File: src/rtl/game_referee.sv
// Tic-tac-toe referee: watches both occupancy grids, validates each newly placed mark,
// and tracks turn, move count, win lines and saturating per-player win tallies.
module game_referee #(
  parameter int unsigned SCORE_W = 4
) (
  input  logic               clk_gr,
  input  logic               rst_gr,
  input  logic               newGame_gr,
  input  logic [8:0]         p1Grid_gr,
  input  logic [8:0]         p2Grid_gr,
  output logic [2:0]         gameState_gr,
  output logic [3:0]         gameIncrement_gr,
  output logic [7:0]         winLine_gr,
  output logic [SCORE_W-1:0] p1Score_gr,
  output logic [SCORE_W-1:0] p2Score_gr
);

  localparam logic [2:0] ST_P1_TURN = 3'd0;
  localparam logic [2:0] ST_P2_TURN = 3'd1;
  localparam logic [2:0] ST_P1_WIN  = 3'd2;
  localparam logic [2:0] ST_P2_WIN  = 3'd3;
  localparam logic [2:0] ST_DRAW    = 3'd4;
  localparam logic [2:0] ST_FAULT   = 3'd5;

  localparam logic [SCORE_W-1:0] SCORE_MAX = {SCORE_W{1'b1}};

  logic [8:0]         r_p1_prev, r_p2_prev;
  logic [2:0]         r_state;
  logic [3:0]         r_count;
  logic [7:0]         r_win_line;
  logic [SCORE_W-1:0] r_p1_score, r_p2_score;

  logic [8:0]         w_p1_prev_nxt, w_p2_prev_nxt;
  logic [2:0]         w_state_nxt;
  logic [3:0]         w_count_nxt, w_count_inc;
  logic [7:0]         w_win_line_nxt, w_lines;
  logic [SCORE_W-1:0] w_p1_score_nxt, w_p2_score_nxt;
  logic [8:0]         w_add1, w_add2, w_del1, w_del2, w_mover_add, w_mover_grid;
  logic               w_change, w_in_turn, w_p1_turn, w_legal;

  // Bit 0-2 rows, 3-5 cols, 6 main diagonal, 7 anti-diagonal.
  function automatic logic [7:0] f_lines(input logic [8:0] g);
    logic [7:0] l;
    l[0] = g[0] & g[1] & g[2];
    l[1] = g[3] & g[4] & g[5];
    l[2] = g[6] & g[7] & g[8];
    l[3] = g[0] & g[3] & g[6];
    l[4] = g[1] & g[4] & g[7];
    l[5] = g[2] & g[5] & g[8];
    l[6] = g[0] & g[4] & g[8];
    l[7] = g[2] & g[4] & g[6];
    return l;
  endfunction

  always_comb begin
    w_add1 = p1Grid_gr & ~r_p1_prev;
    w_add2 = p2Grid_gr & ~r_p2_prev;
    w_del1 = r_p1_prev & ~p1Grid_gr;
    w_del2 = r_p2_prev & ~p2Grid_gr;
    w_change  = |{w_add1, w_add2, w_del1, w_del2};
    w_p1_turn = (r_state == ST_P1_TURN);
    w_in_turn = w_p1_turn || (r_state == ST_P2_TURN);

    w_mover_add  = w_p1_turn ? w_add1 : w_add2;
    w_mover_grid = w_p1_turn ? p1Grid_gr : p2Grid_gr;
    // Only the mover may add exactly one mark; nothing removed, no shared cell.
    w_legal = (w_mover_add != 9'd0) && ((w_mover_add & (w_mover_add - 9'd1)) == 9'd0)
           && ((w_p1_turn ? w_add2 : w_add1) == 9'd0)
           && (w_del1 == 9'd0) && (w_del2 == 9'd0)
           && ((p1Grid_gr & p2Grid_gr) == 9'd0);
    w_lines     = f_lines(w_mover_grid);
    w_count_inc = r_count + 4'd1;
  end

  always_comb begin
    w_p1_prev_nxt  = p1Grid_gr;
    w_p2_prev_nxt  = p2Grid_gr;
    w_state_nxt    = r_state;
    w_count_nxt    = r_count;
    w_win_line_nxt = r_win_line;
    w_p1_score_nxt = r_p1_score;
    w_p2_score_nxt = r_p2_score;

    if (newGame_gr) begin
      w_p1_prev_nxt  = 9'd0;
      w_p2_prev_nxt  = 9'd0;
      w_state_nxt    = ST_P1_TURN;
      w_count_nxt    = 4'd0;
      w_win_line_nxt = 8'd0;
    end else if (w_change && w_in_turn) begin
      if (!w_legal) begin
        w_state_nxt = ST_FAULT;
      end else begin
        w_count_nxt = w_count_inc;
        if (w_lines != 8'd0) begin
          w_win_line_nxt = w_lines;
          if (w_p1_turn) begin
            w_state_nxt = ST_P1_WIN;
            if (r_p1_score != SCORE_MAX) w_p1_score_nxt = r_p1_score + 1'b1;
          end else begin
            w_state_nxt = ST_P2_WIN;
            if (r_p2_score != SCORE_MAX) w_p2_score_nxt = r_p2_score + 1'b1;
          end
        end else if (w_count_inc == 4'd9) begin
          w_state_nxt = ST_DRAW;
        end else begin
          w_state_nxt = w_p1_turn ? ST_P2_TURN : ST_P1_TURN;
        end
      end
    end
  end

  always_ff @(posedge clk_gr or negedge rst_gr) begin
    if (!rst_gr) begin
      r_p1_prev  <= 9'd0;
      r_p2_prev  <= 9'd0;
      r_state    <= ST_P1_TURN;
      r_count    <= 4'd0;
      r_win_line <= 8'd0;
      r_p1_score <= '0;
      r_p2_score <= '0;
    end else begin
      r_p1_prev  <= w_p1_prev_nxt;
      r_p2_prev  <= w_p2_prev_nxt;
      r_state    <= w_state_nxt;
      r_count    <= w_count_nxt;
      r_win_line <= w_win_line_nxt;
      r_p1_score <= w_p1_score_nxt;
      r_p2_score <= w_p2_score_nxt;
    end
  end

  assign gameState_gr     = r_state;
  assign gameIncrement_gr = r_count;
  assign winLine_gr       = r_win_line;
  assign p1Score_gr       = r_p1_score;
  assign p2Score_gr       = r_p2_score;

endmodule

File: config.mk
export PLATFORM = sky130hd
export DESIGN_NAME = game_referee
export DESIGN_NICKNAME = d
export VERILOG_FILES = /design/src/rtl/game_referee.sv
export SDC_FILE = /design/constraint.sdc
export NUM_CORES = 1
export LEC_CHECK = 0
export CORE_ASPECT_RATIO = 1.75
export CORE_MARGIN = 5
export CORE_UTILIZATION = 34
export CTS_CLUSTER_DIAMETER = 40
export DETAILED_ROUTE_END_ITERATION = 10
export GPL_ROUTABILITY_DRIVEN = 1
export SETUP_SLACK_MARGIN = 0.1
export SLEW_MARGIN = 5
export SYNTH_ARGS = -nofsm -noshare
export SYNTH_HDL_FRONTEND = slang
export SYNTH_SLANG_ARGS = --single-unit
export TNS_END_PERCENT = 1
File: constraint.sdc
create_clock -name clk_gr -period 3.6 [get_ports clk_gr]
set_input_delay 0.36 -clock clk_gr [delete_from_list [all_inputs] [get_ports clk_gr]]
set_output_delay 0.36 -clock clk_gr [all_outputs]
set_load 0.01 [all_outputs]
==> out/qor.txt <==
Status = finished clean
Final core utilization = 45.8%
Fill cells = 752
Worst skew pair latency = 0.28 ns
Routability cong. = 0.960
Largest net degree at the start of global routing = 42
Dominant cells by area after synthesis = dfrtp_1, nor2b_1, nand3_1
Worst setup EP type = register
Clock root cell = clkbuf_16
Area share of the largest cell type after synthesis = 40.0%
IO Count = 44
Endpoints failing setup = 0
Maximum fanout along the worst path = 7
CP Data Arrival Time = 3.43 ns
Area growth, synth to finish = 33.2%
Antenna violations before repair = 0
Clock Sinks = 41
Register area share after synthesis = 40.0%
Vias = 2384
Final worst-path cycle share = 90.7%
Hold Vio Cnt, Final = 0
Htree depth = 2
Wire length per cell = 18.2 microns
Total Routed Length = 7910 microns
Count of pins over their slew limit = 0
FF-to-FF path depth = 10
Total GRT Usage = 18.3%
Mapped Area = 0.00256 sq mm
DR DRC count = 0
DRT iter0 DRCs = 132
Final std cells w/o fill = 435
Vias in the first global route = 2460
Lkg Pwr = 0.00145 uW
Max-slew headroom = 37.6%
Startpoint types = input pin
Drt pass-1 iters = 4
Min-delay worst type = in2async
Reg-to-reg startpoint = r_p2_prev[5]$_DFF_PN0_
Area of the multi-input gates = 0.00142 sq mm
Transition time of the tightest slew-check pin = 0.936 ns
CTS tree = built
Yosys Warn Count = 0
Fin crit period = 3.26 ns
VDD IR max = 0.000369 V
First-pass GRT wire length = 12900 microns
Number of flops mapped to enable cells by yosys = 0
Synth Flop Type = dfrtp_1
Share of cells above drive strength 1 = 15.9%
Site row count = 42
DIE HEIGHT = 125 microns
Post-synth cell types = 57
Ant. Diodes = 0
Clock slew at reported path FFs = 0.06 ns
RSZ-0062 raised after global routing = false
CP required = 3.77 ns
Setup CP Type = in2reg
FFs w/ async S/R, synth = 100%
Total of max-cap violations = 0
FF+latch count, synth = 41
Starting Density = 34.4%
Syn_nets = 305
Avg Inst Size Synth = 9.16 sq um
Number of vias per cell = 5.48
Synth area leader = dfrtp_1
Count leader, synth = dfrtp_1
FF-to-FF End = p1Score_gr[1]$_DFFE_PN0P_
List of most frequent post-synthesis cells = dfrtp_1, nor2b_1, nand2_1, inv_1, nand3_1
Area taken by flip-flops and latches = 0.00103 sq mm
Die area = 0.00945 sq mm
Clock buffer depth = 2
PwrDens = 333 mW/mm^2
Highest clock rate = 306 MHz
Post-DRT Antenna Nets = 0
Clock skew = 0.00213 ns
Hpwl dp = 6180 microns
Placed Cells = 428
# port buffers = 43
Inserted Clock Buffers = 5
Core area = 0.00746 sq mm
Nets@finish = 372
Mapped Cells = 280
R2r setup slk = 0.43 ns
Total congestion overflow = 0
DIE WIDTH = 75.7 microns
## critical path: stages
cell and delay (ns):
clkdlybuf4s50_1 0.47, nor2b_1 0.05, a2111oi_1 0.48, buf_4 0.20, o2111ai_1 0.11, nor4_1 0.30, buf_4 0.17, nand3_1 0.08
or4_4 0.58, nor4_4 0.28, mux2_1 0.35
## repair_timing
action	CTS	global route
endpoints found under the setup margin	1	1
pin swaps	0	0
resized for setup	1	2
hold buffers	0	0
buffers inserted	0	0
## per-stage QoR
step	hold WS [ns]	setup TNS, ns	setup WS, ns	area, sq um	total power, uW
after global placement	0.494	-1.15	-0.204	3260	702
after CTS	0.267	0	0.197	3410	1150
after floorplan	0.0644	0	0.513	2560	594
final	0.218	0	0.335	3420	1140
after global routing	0.320	0	0.226	3420	1200
after detailed placement	0.495	-1.06	-0.206	3260	701
## metal layers
metal / track usage, % / part of all wire (%) / vias to the layer above
met2: 31.3 / 56 / 68
li1: - / - / 1145
met3: 2.91 / 3.4 / 25
met5: 0 / 0 / -
met1: 21.0 / 37 / 1146
met4: 9.37 / 4.0 / 0
## how the worst max path moves through the flow
| stage | to | depth (start not counted) | start | slack [ns] |
|---|---|---|---|---|
| 5_1_grt | p1Score_gr[1]$_DFFE_PN0P_ | 9 | p1Grid_gr[1] | 0.23 |
| 3_5_place_dp | p1Score_gr[1]$_DFFE_PN0P_ | 11 | p1Grid_gr[8] | -0.21 |
| 3_3_place_gp | p1Score_gr[1]$_DFFE_PN0P_ | 11 | p1Grid_gr[8] | -0.20 |
| 4_1_cts | p1Score_gr[1]$_DFFE_PN0P_ | 11 | p1Grid_gr[8] | 0.20 |
| 6_report | p1Score_gr[1]$_DFFE_PN0P_ | 11 | p2Grid_gr[5] | 0.34 |
| 2_1_floorplan | p1Score_gr[1]$_DFFE_PN0P_ | 9 | gameState_gr[0]$_DFFE_PN0P_ | 0.51 |
## layout make-up
cell class                 count  share of cell area (%)
clock buffer                   7                    4.17
inverter                      17                    1.87
multi-input combinational    208                    41.5
sequential                    41                    30.0
tap                           88                    3.22
timing repair buffer          74                    19.3
## registers in the layout (all words and copies together) (netlist names)
| signal | flops |
|---|---|
| p2Score_gr | 4 |
| winLine_gr | 8 |
| r_p1_prev | 9 |
| r_p2_prev | 9 |
| gameIncrement_gr | 4 |
| gameState_gr | 3 |
| p1Score_gr | 4 |
## placed cells by master (no fill, tap or decap), drive strengths merged, types with 4 or more instances in the layout
cell	Yosys	routed
a21oi	12	12
nand2	21	21
inv	17	17
mux2	4	4
buf	5	32
clkdlybuf4s50	0	42
nor2	13	13
nand2b	6	6
or3	5	5
mux2i	4	4
or4	4	4
nand4	11	11
nand3	17	17
xor2	5	5
o21ai	11	11
dfrtp	41	41
nor3	7	7
a2111oi	4	4
ha	4	4
clkbuf	9	7
o22ai	6	6
nor2b	35	35
nor4	5	5
## logic make-up (layout without fill, tap and decap cells)
group           count (synthesis)  count (layout)  synth area share (%)
fa+ha+maj                       4               4                  1.95
compound gates                 57              57                  16.5
simple gates                  131             131                  30.3
xor+xnor                        8               8                  2.73
buf+inv                        31              98                  5.22
mux                             8               8                  3.32
flops                          41              41                  40.0
## report_power, final
part           switching (uW)  total [uW]  internal, uW
Sequential               9.67         483           473
Clock                     171         443           272
Combinational             118         211          92.5
Note: power is estimated with default switching activity, not from simulation.
